[config.mk]
export PLATFORM = sky130hd
export DESIGN_NAME = mux_etiquetas_rr
export DESIGN_NICKNAME = d
export VERILOG_FILES = /design/src/rtl/mux_etiquetas_rr.sv
export SDC_FILE = /design/constraint.sdc
export NUM_CORES = 1
export LEC_CHECK = 0
export CAP_MARGIN = 20
export CORE_ASPECT_RATIO = 1.2
export CORE_MARGIN = 4
export CORE_UTILIZATION = 32
export CTS_BUF_LIST = sky130_fd_sc_hd__clkbuf_16
export CTS_CLUSTER_DIAMETER = 50
export CTS_CLUSTER_SIZE = 20
export DETAILED_ROUTE_END_ITERATION = 8
export PLACE_DENSITY = 0.69
export SLEW_MARGIN = 40
export SYNTH_ARGS = -nofsm -noshare
export SYNTH_HDL_FRONTEND = slang
export SYNTH_SLANG_ARGS = --single-unit
[constraint.sdc]
create_clock -name CLK -period 1.6 [get_ports CLK]
set_input_delay 0.16 -clock CLK [delete_from_list [all_inputs] [get_ports CLK]]
set_output_delay 0.16 -clock CLK [all_outputs]
set_load 0.02 [all_outputs]
[src/rtl/mux_etiquetas_rr.sv]
// Registered N-channel tag selector with fixed or round-robin channel choice and valid/ready handshakes.
// Optional grant counter output enabled by defining MUX_ETIQUETAS_GRANT_CNT_EN.
module mux_etiquetas_rr #(
   parameter int K    = 8,
   parameter int N    = 4,
   parameter int SELW = $clog2(N)
) (
   input  logic              CLK,
   input  logic              RST,
   input  logic [N*K-1:0]    IN_DATA,
   input  logic [N-1:0]      IN_VALID,
   output logic [N-1:0]      IN_READY,
   input  logic              MODE,
   input  logic [SELW-1:0]   SEL,
   output logic [K-1:0]      O,
   output logic              O_VALID,
   input  logic              O_READY,
   output logic [SELW-1:0]   O_CH
`ifdef MUX_ETIQUETAS_GRANT_CNT_EN
   ,
   output logic [15:0]       GRANT_CNT
`endif
);

   typedef enum logic {EMPTY = 1'b0, FULL = 1'b1} state_t;

   state_t            r_state;
   state_t            w_state_nxt;
   logic [K-1:0]      r_o;
   logic [SELW-1:0]   r_ch;
   logic [SELW-1:0]   r_last;
   logic [K-1:0]      w_tag;
   logic [SELW-1:0]   w_win;
   logic              w_has;
   logic              w_load;
   logic              w_xfer;
   logic [2*N-1:0]    w_dbl;
   logic [2*N-1:0]    w_rot;

   // Winner selection: rotating a doubled valid vector puts channel LAST+1 at bit 0.
   always_comb begin
      int idx;
      w_has = 1'b0;
      w_win = '0;
      idx   = 0;
      w_dbl = {IN_VALID, IN_VALID};
      w_rot = w_dbl >> (int'(r_last) + 1);
      if (!MODE) begin
         for (int i = 0; i < N; i++) begin
            if (int'(SEL) == i && IN_VALID[i]) begin
               w_has = 1'b1;
               w_win = SELW'(i);
            end
         end
      end else begin
         for (int j = 0; j < N; j++) begin
            if (!w_has && w_rot[j]) begin
               w_has = 1'b1;
               idx   = (int'(r_last) + 1 + j) % N;
               w_win = idx[SELW-1:0];
            end
         end
      end
   end

   always_comb begin
      w_load = (r_state == EMPTY) || O_READY;
      w_xfer = w_load && w_has && !RST;
      w_tag  = '0;
      for (int i = 0; i < N; i++) begin
         IN_READY[i] = w_xfer && (int'(w_win) == i);
         if (int'(w_win) == i) w_tag = IN_DATA[i*K +: K];
      end
   end

   always_comb begin
      w_state_nxt = r_state;
      if (w_xfer)                          w_state_nxt = FULL;
      else if (r_state == FULL && O_READY) w_state_nxt = EMPTY;
   end

   always_ff @(posedge CLK) begin
      if (RST) begin
         r_state <= EMPTY;
         r_o     <= '0;
         r_ch    <= '0;
         r_last  <= SELW'(N - 1);
      end else begin
         r_state <= w_state_nxt;
         if (w_xfer) begin
            r_o  <= w_tag;
            r_ch <= w_win;
            if (MODE) r_last <= w_win;
         end
      end
   end

`ifdef MUX_ETIQUETAS_GRANT_CNT_EN
   logic [15:0] r_grant_cnt;

   always_ff @(posedge CLK) begin
      if (RST)
         r_grant_cnt <= '0;
      else if (r_state == FULL && O_READY && r_grant_cnt != 16'hFFFF)
         r_grant_cnt <= r_grant_cnt + 16'd1;
   end

   assign GRANT_CNT = r_grant_cnt;
`endif

   assign O       = r_o;
   assign O_CH    = r_ch;
   assign O_VALID = (r_state == FULL);

endmodule

==> flow_summary.yaml <==
worst_hold_path:
  worstHoldPathType: "flip-flop to flip-flop"
  hold_path.startpoint: "O_CH[0]"
  worst_hold_path.endpoint: "O_CH[0]"
  min_delay_path_depth: 2
critical_path:
  reg2reg_from: "r_last[0]"
  timing.critical_path.fanout_max: 9
  cp-start-kind: "flip-flop"
  cp.required_ns: 1.71
  worst-r2r-cell-count: 6
  worstSetupEndpointType: "flip-flop"
  critical_path.max_stage_delay_ns: 0.40
  worst_r2r_setup_slack_ns: -0.28
  timing.critical_path.slowest_stage_cell: "sky130_fd_sc_hd__or3b_4"
  setup_cp_type: "flip-flop to flip-flop"
  worst_ep_arrival_time_ns: 1.99
  crit_path_cell_trace: "or3b_4 > a32oi_4 > buf_8 > buf_6 > mux2i_2 > o221ai_1"
  crit_buf_inv: 2
  family_with_the_most_delay_on_the_worst_path: "compound AO/OA/AOI/OAI gates"
  crit-reg2reg-capture: "O[0]"
pwr:
  power_density_over_the_cells_nw_per_um2: 693
  ir_worst_vdd_v: 0.000505
  p_leak_nw: 0.892
grt:
  gr-usage-all-layers_pct: 22.5
  overflow: 0
  vias_in_the_first_global_route: 1659
  grt_max_degree: 18
  wire_length_of_the_first_global_routing_pass_um: 8240
  grt_antenna_before_repair: 0
sta:
  grt_setup_unrepaired: "true"
  final_period_minus_worst_setup_slack_ns: 1.88
  fin_skew_ns: 0.00260
  post-route-worst-setup-slack_ns: -0.275
  final_max_slew_viol_count: 0
  finalCritPeriodShare_pct: 117
  final_setup_violations: 16
  worstMarginPinSlew_ns: 0.511
  hold_ws_ns: 0.457
  setup_total_negative_slack_ns: -3.11
  max_freq_ghz: 0.533
  relSlewSlack_pct: 65.9
  finalHoldViolations: 0
floorplan:
  die_w_um: 62.7
  die-height_um: 73.6
  io_pins: 57
  fp-row-count: 23
  core_region_area_um2: 3400
  initial_core_util_pct: 33.8
  dieArea_um2: 4610
drt:
  routed_wire_length_per_instance_um: 20.0
  via_count: 1660
  detail_route.drc_violations: 0
  detail-route-antenna-nets: 0
  post_drt_via_cell_ratio: 6.06
  drt_iter0_markers: 69
  postRouteWirelength_um: 5480
  first_pass_iters: 4
cts:
  cts_num_sinks: 13
  max-clock-path-buffers: 2
  number_of_hold_buffers_added_after_cts: 0
  h_tree_level_count: 1
  clkTransAtPathRegs_ns: 0.05
  tritoncts: "yes"
  cts_root_buf: "sky130_fd_sc_hd__clkbuf_16"
  cts_made_buffers: 3
  clock_insertion_delay_worst_skew_ns: 0.24
logic_synthesis:
  synthMostInstantiatedCell: "sky130_fd_sc_hd__o21ai_0"
  syn_area_cell_um2: 7.91
  ys_flop_type: "sky130_fd_sc_hd__dfxtp_1"
  async_reset_ff_share_pct: 0
  cell_type_with_the_highest_aggregate_area_in_the_netlist: "sky130_fd_sc_hd__dfxtp_1"
  post_synthesis_sequential_area_ratio_pct: 22.7
  syn-instance-count: 145
  synth_area_um2: 1150
  yosys_warnings: 0
  post-synth-top-area-fraction_pct: 22.7
  ys_top_cells_by_count: "sky130_fd_sc_hd__o21ai_0 (16), sky130_fd_sc_hd__nand3_1 (15), sky130_fd_sc_hd__dfxtp_1 (13), sky130_fd_sc_hd__o2111ai_1 (12), sky130_fd_sc_hd__clkbuf_1 (10)"
  synth_cell_type_count: 38
  mappedNetlistNets: 187
  edff_count_synth: 0
  synthTopCellsByArea: "sky130_fd_sc_hd__dfxtp_1 (23%), sky130_fd_sc_hd__o2111ai_1 (9.2%), sky130_fd_sc_hd__o21ai_0 (7.0%)"
  ys_seq_elements: 13
finish:
  num-nets-final: 280
  synthToLayoutAreaGrowth_pct: 110
  n_antenna_cell: 0
  post_route_cells_drive_above_1_share_pct: 41.4
placed_design:
  detailedPlacementHpwl_um: 3590
  place.gp.congestion: 0.877
  portbufs: 56
status:
  violated_checks: "setup timing"
  outcome: "complete, but fails checks"
job:
  max-cap-violations: 0
area by class of cell:
cell class	count	area, um^2
clock buffer	3	75.1
clock inverter	1	3.75
fill	269	981
inverter	3	11.3
multi-input combinational	115	1060
sequential	13	263
tap	37	46.3
timing repair buffer	102	955
worst max-delay path by stage:
stage	start	to	slack, ns	cells after the start
finish	r_last[0]	O[0]	-0.28	6
global route	r_last[1]	O[0]	-0.31	8
CTS	IN_VALID[2]	IN_READY[2]	-0.21	8
detailed placement	SEL[1]	IN_READY[2]	-1.03	8
global placement	IN_VALID[0]	IN_READY[2]	-1.00	8
floorplan	IN_VALID[2]	O_CH[0]	-0.15	8
kinds of logic (layout without fill, tap and decap cells):
| logic type | after synthesis | after routing | synth area share (%) |
|---|---|---|---|
| AOI/OAI and AO/OA | 59 | 59 | 38.5 |
| buffers and inverters | 18 | 109 | 8.83 |
| DFF | 13 | 13 | 22.7 |
| muxes | 7 | 7 | 6.43 |
| and+or+nand+nor | 48 | 49 | 23.6 |
registers in the layout (all words and copies together) (netlist names):
signal,cells
O,8
r_last,2
O_VALID,1
O_CH,2
where the power goes:
part	internal [mW]	switching (mW)	total [mW]
Combinational	0.428	0.377	0.805
Clock	0.330	0.144	0.475
Sequential	0.366	0.0280	0.394
per-layer routing:
metal	share of wire, %	GRT usage, %	routed length [um]	vias up
li1	-	-	-	778
met1	38	24.6	2110	796
met2	54	42.7	2930	70
met3	5.1	4.43	279	16
met4	2.9	9.31	161	0
met5	0	0	0	-
per-stage QoR:
stage                     instance area [um^2]  setup WS, ns  std cells  utilization [%]  power [mW]
after floorplan                           1180        -0.149        145                -       0.673
after global placement                    1960         -1.00        258             57.6       0.977
after CTS                                 2260        -0.207        267             66.5        1.57
final                                     2410        -0.275        274             71.1        1.67
after global routing                      2410        -0.312        274             71.1        1.73
after detailed placement                  1960         -1.03        258             57.6       0.992
worst min-delay path, stage by stage, from the launching register on:
cell and delay [ns]:
sky130_fd_sc_hd__dfxtp_1 0.31, sky130_fd_sc_hd__nand2_2 0.06, sky130_fd_sc_hd__a21oi_2 0.04
cell usage in the layout (no fill, tap or decap), drive strengths merged, types with 2 or more instances in the layout:
cell type	instances
a2111oi	6
a21oi	2
a221oi	6
buf	53
clkbuf	5
clkdlybuf4s15	2
clkdlybuf4s50	45
dfxtp	13
inv	4
mux2	3
mux2i	4
nand2	2
nand3	15
nand3b	9
nor2	9
nor2b	5
nor3	2
o2111ai	12
o21ai	17
o221ai	2
o31ai	6
or3	2
repair_timing:
item	CTS	global route
pin swaps	16	12
endpoints found under the setup margin	17	16
cloned	0	2
buffers inserted	6	6
gates resized for setup	94	22
(Power assumes the default switching activity.)
